<file path="config.mk">
export PLATFORM = sky130hd
export DESIGN_NAME = ipsxe_floating_point_fma_arbiter_v1_0
export DESIGN_NICKNAME = d
export VERILOG_FILES = /design/src/rtl/ipsxe_floating_point_fma_arbiter_v1_0_pkg.sv /design/src/rtl/ipsxe_floating_point_fma_arbiter_v1_0_rr_arbiter.sv /design/src/rtl/ipsxe_floating_point_fma_arbiter_v1_0.sv
export SDC_FILE = /design/constraint.sdc
export NUM_CORES = 1
export LEC_CHECK = 0
export CAP_MARGIN = 40
export CORE_AREA = 2 2 221 223
export DETAILED_ROUTE_END_ITERATION = 8
export DIE_AREA = 0 0 223 225
export PLACE_DENSITY = 0.52
export SYNTH_ARGS = -nofsm -noshare
export SYNTH_HDL_FRONTEND = slang
export SYNTH_SLANG_ARGS = --single-unit
</file>
<file path="constraint.sdc">
create_clock -name i_clk -period 3.63 [get_ports i_clk]
set_clock_uncertainty 0.15 [all_clocks]
set_input_delay 0.363 -clock i_clk [delete_from_list [all_inputs] [get_ports i_clk]]
set_output_delay 0.363 -clock i_clk [all_outputs]
set_load 0.01 [all_outputs]
</file>
<file path="src/rtl/ipsxe_floating_point_fma_arbiter_v1_0_pkg.sv">
// Shared definitions for the FMA wrapper family: operand geometry, tag width
// and field-offset helpers for sign/exponent/mantissa slicing.
package ipsxe_floating_point_fma_arbiter_v1_0_pkg;

  localparam int unsigned DEF_EXP_WIDTH = 8;
  localparam int unsigned DEF_MAN_WIDTH = 23;
  localparam int unsigned DEF_N_REQ     = 4;

  function automatic int unsigned clog2(input int unsigned value);
    int unsigned r;
    r = 0;
    while ((64'd1 << r) < 64'(value)) r++;
    return r;
  endfunction

  function automatic int unsigned fp_width(input int unsigned exp_w, input int unsigned man_w);
    return 1 + exp_w + man_w;
  endfunction

  function automatic int unsigned man_lsb(input int unsigned exp_w, input int unsigned man_w);
    return 0;
  endfunction

  function automatic int unsigned exp_lsb(input int unsigned exp_w, input int unsigned man_w);
    return man_w;
  endfunction

  function automatic int unsigned sign_pos(input int unsigned exp_w, input int unsigned man_w);
    return exp_w + man_w;
  endfunction

  localparam int unsigned WIDTH = fp_width(DEF_EXP_WIDTH, DEF_MAN_WIDTH);
  localparam int unsigned ID_W  = clog2(DEF_N_REQ);

endpackage

</file>
<file path="src/rtl/ipsxe_floating_point_fma_arbiter_v1_0_rr_arbiter.sv">
// Round-robin arbiter: one-hot grant plus encoded index, searching from the
// pointer upward with wrap; pointer advances past each winner.
module ipsxe_floating_point_rr_arbiter_v1_0
  import ipsxe_floating_point_fma_arbiter_v1_0_pkg::*;
#(
  parameter int unsigned N_REQ = 4,
  localparam int unsigned ID_W = clog2(N_REQ)
) (
  input  logic             clk,
  input  logic             rst,
  input  logic             en,
  input  logic [N_REQ-1:0] req,
  output logic [N_REQ-1:0] grant,
  output logic [ID_W-1:0]  grant_idx
);

  localparam int unsigned SW = ID_W + 1;

  logic [ID_W-1:0] ptr;
  logic [SW-1:0]   sum;
  logic [ID_W-1:0] cand;
  logic            found;

  // Scan ptr, ptr+1, ... with modular wrap; first requester found wins.
  always_comb begin
    grant     = '0;
    grant_idx = '0;
    found     = 1'b0;
    sum       = '0;
    cand      = '0;
    if (en) begin
      for (int unsigned i = 0; i < N_REQ; i++) begin
        sum = {1'b0, ptr} + SW'(i);
        if (sum >= SW'(N_REQ)) sum = sum - SW'(N_REQ);
        cand = sum[ID_W-1:0];
        if (!found && req[cand]) begin
          found       = 1'b1;
          grant[cand] = 1'b1;
          grant_idx   = cand;
        end
      end
    end
  end

  always_ff @(posedge clk) begin
    if (rst) begin
      ptr <= '0;
    end else if (found) begin
      ptr <= (grant_idx == ID_W'(N_REQ - 1)) ? '0 : grant_idx + 1'b1;
    end
  end

endmodule

</file>
<file path="src/rtl/ipsxe_floating_point_fma_arbiter_v1_0.sv">
// Shares one fixed-latency FMA among N_REQ requesters: RR issue, shadow tag
// pipe, result steering. Optional tag compare under FMA_ARB_TAG_CHECK_EN.
module ipsxe_floating_point_fma_arbiter_v1_0
  import ipsxe_floating_point_fma_arbiter_v1_0_pkg::*;
#(
  parameter int unsigned EXP_WIDTH   = 8,
  parameter int unsigned MAN_WIDTH   = 23,
  parameter int unsigned N_REQ       = 4,
  parameter int unsigned FMA_LATENCY = 8,
  localparam int unsigned WIDTH      = fp_width(EXP_WIDTH, MAN_WIDTH),
  localparam int unsigned ID_W       = clog2(N_REQ)
) (
  input  logic                   i_clk,
  input  logic                   i_rst,
  input  logic                   i_aclken,
  input  logic [N_REQ-1:0]       i_req_valid,
  output logic [N_REQ-1:0]       o_req_ready,
  input  logic [N_REQ*WIDTH-1:0] i_req_a,
  input  logic [N_REQ*WIDTH-1:0] i_req_b,
  input  logic [N_REQ*WIDTH-1:0] i_req_c,
  output logic [WIDTH-1:0]       o_fma_a,
  output logic [WIDTH-1:0]       o_fma_b,
  output logic [WIDTH-1:0]       o_fma_c,
  output logic                   o_fma_valid,
  output logic [ID_W-1:0]        o_fma_user,
  input  logic [WIDTH-1:0]       i_fma_result,
  input  logic [ID_W-1:0]        i_fma_user,
  output logic [N_REQ-1:0]       o_res_valid,
  output logic [WIDTH-1:0]       o_res_data,
  output logic [ID_W-1:0]        o_res_id,
  output logic                   o_busy,
  output logic                   o_tag_err
);

  localparam int unsigned LAST = FMA_LATENCY - 1;

  logic [N_REQ-1:0] grant;
  logic [ID_W-1:0]  grant_idx;
  logic             transfer;
  logic [WIDTH-1:0] sel_a, sel_b, sel_c;

  logic [FMA_LATENCY-1:0] sh_valid;
  logic [ID_W-1:0]        sh_id [FMA_LATENCY];
  logic [N_REQ-1:0]       ret_onehot;

  ipsxe_floating_point_rr_arbiter_v1_0 #(
    .N_REQ (N_REQ)
  ) u_rr_arbiter (
    .clk       (i_clk),
    .rst       (i_rst),
    .en        (i_aclken),
    .req       (i_req_valid),
    .grant     (grant),
    .grant_idx (grant_idx)
  );

  assign transfer    = |grant;
  assign o_req_ready = grant;

  // Grant is one-hot, so an AND-OR mux picks the winner's operands.
  always_comb begin
    sel_a = '0;
    sel_b = '0;
    sel_c = '0;
    for (int unsigned k = 0; k < N_REQ; k++) begin
      if (grant[k]) begin
        sel_a = sel_a | i_req_a[k*WIDTH +: WIDTH];
        sel_b = sel_b | i_req_b[k*WIDTH +: WIDTH];
        sel_c = sel_c | i_req_c[k*WIDTH +: WIDTH];
      end
    end
  end

  always_ff @(posedge i_clk) begin
    if (i_rst) begin
      o_fma_valid <= 1'b0;
      o_fma_a     <= '0;
      o_fma_b     <= '0;
      o_fma_c     <= '0;
      o_fma_user  <= '0;
    end else if (i_aclken) begin
      o_fma_valid <= transfer;
      if (transfer) begin
        o_fma_a    <= sel_a;
        o_fma_b    <= sel_b;
        o_fma_c    <= sel_c;
        o_fma_user <= grant_idx;
      end
    end
  end

  // Shadow pipe advances in lockstep with the FMA core's own clock enable.
  always_ff @(posedge i_clk) begin
    if (i_rst) begin
      sh_valid <= '0;
      for (int unsigned i = 0; i < FMA_LATENCY; i++) sh_id[i] <= '0;
    end else if (i_aclken) begin
      sh_valid[0] <= o_fma_valid;
      sh_id[0]    <= o_fma_user;
      for (int unsigned i = 1; i < FMA_LATENCY; i++) begin
        sh_valid[i] <= sh_valid[i-1];
        sh_id[i]    <= sh_id[i-1];
      end
    end
  end

  assign ret_onehot = {{(N_REQ-1){1'b0}}, 1'b1} << sh_id[LAST];

  always_ff @(posedge i_clk) begin
    if (i_rst) begin
      o_res_valid <= '0;
      o_res_data  <= '0;
      o_res_id    <= '0;
    end else if (i_aclken && sh_valid[LAST]) begin
      o_res_valid <= ret_onehot;
      o_res_data  <= i_fma_result;
      o_res_id    <= sh_id[LAST];
    end else begin
      o_res_valid <= '0;
    end
  end

  assign o_busy = o_fma_valid | (|sh_valid) | (|o_res_valid);

`ifdef FMA_ARB_TAG_CHECK_EN
  always_ff @(posedge i_clk) begin
    if (i_rst) begin
      o_tag_err <= 1'b0;
    end else if (i_aclken && sh_valid[LAST] && (i_fma_user != sh_id[LAST])) begin
      o_tag_err <= 1'b1;
    end
  end
`else
  logic unused_fma_user;
  assign unused_fma_user = ^i_fma_user;
  assign o_tag_err       = 1'b0;
`endif

endmodule

</file>
==> results of run 1 <==
## placed cells by master, fill, tap and decap left out, drive strengths merged, types with 16 or more instances in the layout
master | synthesis | routed
edfxtp | 16 | 16
nand2 | 185 | 185
nor2 | 20 | 20
dfxtp | 147 | 147
clkdlybuf4s50 | 0 | 560
a22oi | 30 | 30
clkbuf | 91 | 20
a221o | 81 | 81
a31oi | 97 | 97
buf | 34 | 36
a21oi | 192 | 192
a22o | 137 | 137
a222oi | 42 | 42
## power by group through the flow
stage          Sequential, mW  Clock, mW  Combinational (mW)
4_1_cts                  2.37       1.86                3.34
5_1_grt                  2.41       1.91                3.60
3_5_place_dp             2.40          0                3.34
6_report                 2.37       1.77                3.35
2_1_floorplan            2.49          0                1.46
3_3_place_gp             2.39          0                3.32
## flip-flops by register name, indices dropped and copies added (netlist names)
signal and count:
o_fma_a 32, o_fma_b 32, o_fma_c 32, o_res_data 32, sh_id 16, sh_valid 8
o_res_valid 4, o_fma_user 2, o_res_id 2, u_rr_arbiter.ptr 2, o_fma_valid 1
## cells in the mapped netlist (all sizes together), types with 8 or more instances
cell / count / share of area (%)
a21oi: 192 / 10
nand2: 185 / 7.2
dfxtp: 147 / 31
a22o: 137 / 12
a31oi: 97 / 6.3
clkbuf: 91 / 3.5
a221o: 81 / 8.4
a222oi: 42 / 4.4
buf: 34 / 1.8
a22oi: 30 / 2.3
nor2: 20 / 0.78
edfxtp: 16 / 5.0
and2: 14 / 0.91
mux2i: 8 / 0.83
## layout make-up
cell class / instances / area [µm²]
fill: 4935 / 30900
sequential: 163 / 3420
inverter: 7 / 28.8
tap: 615 / 769
clock inverter: 12 / 80.1
timing repair buffer: 599 / 6120
antenna: 2 / 5.00
multi-input combinational: 863 / 5740
clock buffer: 20 / 458
## logic make-up (layout without fill, tap and decap cells)
kind of cell	count (synthesis)	in the layout	share of synthesized area (%)
AOI/OAI and AO/OA	599	599	45.6
xor gates and xnor gates	1	1	0.0910
adders and majority gates	6	6	0.780
buffers and inverters	132	638	5.63
DFF	163	163	35.6
muxes	11	11	1.53
other	1	3	0.0390
and+or+nand+nor	245	245	10.8
## path summary, 6_finish.rpt
check,startpoint,endpoint,slack (ns),depth (start not counted)
min,i_rst,sh_valid[2],0.25,2
min reg2reg,o_res_data[10],o_res_data[10],0.30,2
max reg2reg,u_rr_arbiter.ptr[1],o_fma_b[16],0.34,11
max,u_rr_arbiter.ptr[1],o_req_ready[3],0.14,8
## routing by layer
layer | vias up | GRT usage, % | wire (µm)
li1 | 5605 | - | -
met1 | 5829 | 23.6 | 20300
met2 | 659 | 33.0 | 24900
met3 | 97 | 6.57 | 4950
met4 | 2 | 11.4 | 2540
met5 | - | 0 | 13
## what timing repair did
item / 4_1_cts / 5_1_grt
gates resized for setup: 4 / 3
endpoints found under the setup margin: 4 / 1
pin swaps: 0 / 1
setup buffers: 0 / 2
hold buffers: 0 / 0
## stage by stage
step	TNS, ns	utilization [%]	instances	instance area, µm²	setup WS (ns)
after floorplan	0	-	1158	9630	0.536
after detailed placement	0	33.8	2245	16100	0.104
after CTS	0	34.9	2277	16600	0.00131
after global placement	0	33.7	2244	16000	0.155
after global routing	-0.0114	35.0	2281	16600	-0.00766
final	0	35.0	2281	16600	0.142
==> out/results.ini, run 1 <==
[synth]
synth_nets = 1589
ys_ff_latch = 163
synthCells = 1158
async_reset_ff_share_pct = 0
syn_avg_cell_area_um2 = 8.31
ys.flop_type = dfxtp_1
yosys_warnings = 0
synth-edff-count = 16
synthDistinctLibCells = 44
synth-seq-area-share_pct = 35.6
synth_area_um2 = 9630

[drt]
drc_errors = 0
viasPerCell = 5.35
drt-wirelength-per-cell_um = 23.1
dr.first_iter.drc_count = 1094
drt_pass1_iterations = 9
drtAntennaViolNets = 0
vias = 12200
wirelength_mm = 52.7

[cts]
numCtsBuffers = 17
cts_tree = built
root_buffer = clkbuf_16
insertion_delay_ns = 0.49
path_clk_slew_ns = 0.06
cts_buffer_depth = 2
cts_max_level = 4
clkSinkCount = 163

[sta]
drv_slew = 0
finalCriticalPeriod_ns = 3.49
slew_headroom_pct = 46.8
hold_viol = 0
max_freq_mhz = 287
hold_ws_ns = 0.253
final-setup-viol-count = 0
min_period_over_period_pct = 96.1
worst_slew_pin_slew_ns = 0.798

[final_layout]
nets = 2082
area_delta_synth_final_pct = 72.7
drive_gt1_share_pct = 4.93

[setup_path]
start_kind = register
cp-end-kind = output pin
critPathBufInv = 3
crit_arrival_ns = 2.98
worstPathRequired_ns = 3.12
cpPeakStageDelay_ns = 0.41
crit_slowest_cell = ha_2
cp_cell_sequence = inv_1 -> ha_2 -> mux4_2 -> buf_4 -> nand3b_1 -> a221oi_4 -> o21bai_1 -> clkdlybuf4s15_1
crit_fanout = 8
crit_family = buffers and inverters
crit_type = reg2out

[pwr]
p_leak_nw = 5.74
vdd_ir_drop_max_mv = 0.355
pwr-share-comb_pct = 44.7
powerDensity_nw_per_um2 = 451
switching_power_mw = 2.73
sw_frac_of_total_pct = 36.4
totalPowerFinal_mw = 7.50
p_seq_share_pct = 31.6
clkPwrFrac_pct = 23.6
p_int_mw = 4.77

[die]
coreArea_um2 = 47500
ioPinCount = 568
start_util_pct = 20.2
die_area_um2 = 50200
die_w_um = 223
rows = 80
dieHeight_um = 225

[status]
run_status = completed

[placed_design]
port-buffer-count = 564
gp_congestion = 0.832
dp.final_hpwl_mm = 36.8

[global_routing]
grt_pass1_vias = 12100
grtUsageTotal_pct = 20.3
grt-ovfl-total = 0
grt_max_degree = 96
antenna_found_initial = 3
grt_pass1_wl_mm = 77.0

[run]
maxCapViolations = 0

[worst_hold_path]
hold_path.class = in2reg

(Power assumes the default switching activity.)
==> run 2: changes to the inputs <==
--- a/config.mk
+++ b/config.mk
@@ -6,4 +6,5 @@
 export NUM_CORES = 1
 export LEC_CHECK = 0
+export ABC_AREA = 0
 export CAP_MARGIN = 40
 export CORE_AREA = 2 2 221 223
--- a/constraint.sdc
+++ b/constraint.sdc
@@ -3,3 +3,3 @@
 set_input_delay 0.363 -clock i_clk [delete_from_list [all_inputs] [get_ports i_clk]]
 set_output_delay 0.363 -clock i_clk [all_outputs]
-set_load 0.01 [all_outputs]
+set_load 0.02 [all_outputs]
==> out/results.ini, run 2 (synthesized netlist as in run 1, its figures left out) <==
[pwr]
clkPwrFrac_pct = 24.8
vdd_ir_drop_max_mv = 0.336
p_seq_share_pct = 29.9
p_leak_nw = 5.74
p_int_mw = 4.95
totalPowerFinal_mw = 7.91
sw_frac_of_total_pct = 37.5
powerDensity_nw_per_um2 = 476
pwr-share-comb_pct = 45.3
switching_power_mw = 2.97

[drt]
drt-wirelength-per-cell_um = 23.1
dr.first_iter.drc_count = 1077
viasPerCell = 5.39
wl_met2_mm = 25.5
wl_met3_mm = 4.57
drt_pass1_iterations = 9
top_layer_used = met4
met1_length_mm = 20.8
drtAntennaViolNets = 0
vias = 12300
wirelength_mm = 52.6
drc_errors = 3

[sta]
max_freq_mhz = 286
finalCriticalPeriod_ns = 3.49
drv_slew = 0
hold_ws_ns = 0.197
min_period_over_period_pct = 96.3
final-setup-viol-count = 0
slew_headroom_pct = 47.5
setup_tns_ns = 0
hold_viol = 0
worst_slew_pin_slew_ns = 0.787
rsz0062_at_grt = false

[setup_path]
reg2reg_from = u_rr_arbiter.ptr[1]
cpPeakStageDelay_ns = 0.42
cp_cell_sequence = inv_1 -> ha_1 -> mux4_2 -> nand3b_1 -> a221oi_4 -> o21bai_1 -> dlygate4sd2_1
reg2regPathDepth = 10
crit_type = reg2out
crit_slowest_cell = ha_1
r2r_end = o_fma_b[18]
r2r_slack_ns = 0.36
worstPathRequired_ns = 3.12
crit_arrival_ns = 2.98
start_kind = register
crit_fanout = 8
cp-end-kind = output pin

[placed_design]
dp.final_hpwl_mm = 36.2
gp_congestion = 0.853
port-buffer-count = 564

[die]
coreArea_um2 = 47500
dieHeight_um = 225
die_area_um2 = 50200
start_util_pct = 20.2
rows = 80
die_w_um = 223
ioPinCount = 568

[worst_hold_path]
hold_end = sh_valid[2]
worstHoldPathCells = 2
hold_path.class = in2reg
hold_start = i_rst

[cts]
cts_max_level = 4
insertion_delay_ns = 0.48
root_buffer = clkbuf_16
numCtsBuffers = 17
path_clk_slew_ns = 0.07
postCtsSetupBuffers = 0
clkSinkCount = 163
cts_buffer_depth = 2
ctsHoldBuffers = 0
cts_tree = built

[global_routing]
grt-ovfl-total = 0
grt_pass1_wl_mm = 76.7
grt_max_degree = 106
grtUsageTotal_pct = 20.0
antenna_found_initial = 0
grt_pass1_vias = 12100

[status]
run_status = finished, violations left
failed_checks = DRC

[final_layout]
final_core_util_pct = 35.0
nets = 2080
drive_gt1_share_pct = 4.63
most-common-layout-cells = 559 x clkdlybuf4s50_1, 192 x a21oi_1, 185 x nand2_1
layout_commonest_cell = clkdlybuf4s50_1
area_delta_synth_final_pct = 72.6
antenna_cells = 0

[run]
maxCapViolations = 0

## run 2: routing by layer
| layer | vias up | GRT usage [%] |
|---|---|---|
| met2 | 630 | 34.2 |
| met3 | 69 | 6.34 |
| met1 | 5981 | 23.4 |
| li1 | 5598 | - |
| met4 | 0 | 7.77 |
| met5 | - | 0 |
## run 2: power by group through the flow
stage	Combinational, mW	Clock, mW	Sequential [mW]
5_1_grt	3.81	2.10	2.41
2_1_floorplan	1.47	0	2.70
4_1_cts	3.58	2.03	2.37
3_5_place_dp	3.57	0	2.40
6_report	3.58	1.96	2.37
3_3_place_gp	3.55	0	2.39
## run 2: cell type report
| cell class | instances | area [µm²] |
|---|---|---|
| clock inverters | 13 | 156 |
| inverters | 7 | 28.8 |
| multi-input cells | 863 | 5740 |
| flip-flops and latches | 163 | 3420 |
| fillers | 4938 | 30900 |
| clock buffers | 19 | 443 |
| repair buffers | 597 | 6060 |
| well taps | 615 | 769 |
## run 2: worst max-delay path by stage
stage / start / endpoint / slack, ns
5_1_grt: u_rr_arbiter.ptr[1] / o_req_ready[2] / 0.01
3_3_place_gp: i_req_valid[1] / o_req_ready[1] / 0.06
3_5_place_dp: i_req_valid[1] / o_req_ready[1] / 0.02
4_1_cts: u_rr_arbiter.ptr[1] / o_req_ready[2] / 0.08
6_report: u_rr_arbiter.ptr[1] / o_req_ready[2] / 0.14
2_1_floorplan: u_rr_arbiter.ptr[0] / o_fma_user[0] / 0.44
## run 2: worst max-delay path: cells and delay by family (launching register included)
family	cells	cell delay, ns
compound gates	2	0.59
mux	1	0.42
buf+inv	2	0.49
simple gates	1	0.23
fa+ha+maj	1	0.42
flops	1	0.33
## run 2: stage by stage
stage                     setup WS [ns]  std cells  cell area [µm²]
after floorplan                   0.444       1158             9630
after global placement           0.0596       2245            16000
after detailed placement         0.0247       2245            16000
after CTS                        0.0757       2277            16600
after global routing             0.0106       2277            16600
final                             0.135       2277            16600
## run 2: repair_timing
action                                  4_1_cts  5_1_grt
gates cloned                                  0        0
endpoints found under the setup margin        4        1
gates resized for setup                       5        1
==> run 3: changes to the inputs <==
Settings changed: CORE_AREA 2 2 221 223 to 2 2 219 221, CTS_BUF_LIST set to sky130_fd_sc_hd__clkbuf_4 sky130_fd_sc_hd__clkbuf_8, DIE_AREA 0 0 223 225 to 0 0 221 223, PLACE_DENSITY 0.52 to 0.53.
Clock period 3.63 ns to 4.1 ns, I/O delays scaled along.
==> out/results.ini, run 3 (synthesized netlist as in run 1, its figures left out) <==
[sta]
slew_headroom_pct = 45.5
finalCriticalPeriod_ns = 3.88
finalWorstSetupSlack_ns = 0.223
rsz0062_at_grt = false
setup_tns_ns = 0
worst_slew_pin_slew_ns = 0.818
max_freq_mhz = 258
min_period_over_period_pct = 94.6
drv_slew = 0
hold_viol = 0
final-setup-viol-count = 0

[drt]
vias = 12300
drt_pass1_iterations = 7
wirelength_mm = 51.4
viasPerCell = 5.41
dr.first_iter.drc_count = 1070
drc_errors = 0
drtAntennaViolNets = 0
drt-wirelength-per-cell_um = 22.7

[final_layout]
layout_commonest_cell = clkdlybuf4s50_1
final_core_util_pct = 34.6
drive_gt1_share_pct = 4.36
nets = 2070
final_area_um2 = 16300
area_delta_synth_final_pct = 69.3
most-common-layout-cells = 559 x clkdlybuf4s50_1, 192 x a21oi_1, 185 x nand2_1

[setup_path]
worstPathRequired_ns = 3.54
cp-end-kind = output pin
crit_family = buffers and inverters
r2r_end = o_fma_a[19]
crit_type = reg2out
crit_slowest_cell = dfxtp_2
reg2reg_from = u_rr_arbiter.ptr[0]
crit_fanout = 10
r2r_slack_ns = 0.64
cp_cell_sequence = inv_1 -> ha_2 -> mux4_2 -> nand3b_1 -> a221oi_4 -> o21bai_1 -> dlygate4sd2_1
cpPeakStageDelay_ns = 0.46
reg2regPathDepth = 10
crit_arrival_ns = 3.32
critPathBufInv = 2
start_kind = register

[worst_hold_path]
hold_path.class = in2reg
hold_start = i_fma_result[19]
worstHoldPathCells = 3
hold_end = o_res_data[19]

[pwr]
powerDensity_nw_per_um2 = 394
p_leak_nw = 5.58
vdd_ir_drop_max_mv = 0.260

[die]
coreArea_um2 = 47100
start_util_pct = 20.4
ioPinCount = 568
die_w_um = 221
rows = 80
dieHeight_um = 223
die_area_um2 = 49300

[placed_design]
gp_congestion = 0.807
dp.final_hpwl_mm = 34.9
dp_worst_setup_slack_ns = 0.346
port-buffer-count = 564
placed_area_um2 = 15900

[cts]
path_clk_slew_ns = 0.11
cts_tree = built
cts_max_level = 4
root_buffer = clkbuf_8
insertion_delay_ns = 0.59
numCtsBuffers = 17
cts_buffer_depth = 2
clkSinkCount = 163
postCtsSetupBuffers = 0
cts.repair.resized = 8
ctsHoldBuffers = 0

[global_routing]
grtUsageTotal_pct = 19.9
grt_pass1_vias = 12100
antenna_found_initial = 2
grt_pass1_wl_mm = 75.7
grt_max_degree = 97
grt-ovfl-total = 0

[run]
maxCapViolations = 0

[status]
run_status = completed

-- run 3: cell count changes in the layout (fill, tap and decap cells not counted), moves of 2 or more --
cell	delta
buf_12	-4
buf_4	-8
bufinv_16	-2
clkbuf_16	-17
clkbuf_8	+16
clkinv_1	-2
dfxtp_1	-2
dfxtp_2	+2
inv_6	+3
-- run 3: how the worst max path moves through the flow --
stage,from,endpoint,cells past startpoint
CTS,u_rr_arbiter.ptr[0],o_req_ready[3],7
global placement,u_rr_arbiter.ptr[0],o_req_ready[1],8
finish,u_rr_arbiter.ptr[0],o_req_ready[3],7
global route,u_rr_arbiter.ptr[0],o_req_ready[2],7
detailed placement,u_rr_arbiter.ptr[0],o_req_ready[1],8
floorplan,u_rr_arbiter.ptr[0],o_fma_user[0],12
-- run 3: tightest hold or removal path, cell delays in order --
cell	delay, ns
clkdlybuf4s50_1	0.40
nand2_1	0.06
a21oi_1	0.05
-- run 3: report_power, final --
group / internal, mW / total, mW / switching [mW]
combinational: 1.47 / 3.07 / 1.60
sequential: 1.88 / 2.10 / 0.226
clock: 0.492 / 1.25 / 0.754
-- run 3: cell type report --
class                      count  area, µm²
fill                        4817      30900
timing repair buffer         587       5960
multi-input combinational    863       5740
sequential                   163       3430
tap                          615        769
clock buffer                  18        241
clock inverter                13        125
inverter                       7       28.8
antenna                        1       2.50
-- run 3: metrics by stage --
stage	cells	hold slack, ns	total power, mW
after floorplan	1158	0.318	3.69
after global placement	2233	0.292	5.17
after detailed placement	2235	0.298	5.20
after CTS	2266	0.143	6.48
after global routing	2266	0.198	6.75
final	2267	0.217	6.42
-- run 3: layer usage --
layer / vias to the layer above / track usage (%) / routed length [µm]
met5: - / 0 / 8
met4: 2 / 7.32 / 1670
met3: 85 / 6.97 / 4810
met2: 702 / 33.1 / 24500
met1: 5914 / 23.6 / 20500
li1: 5568 / - / -
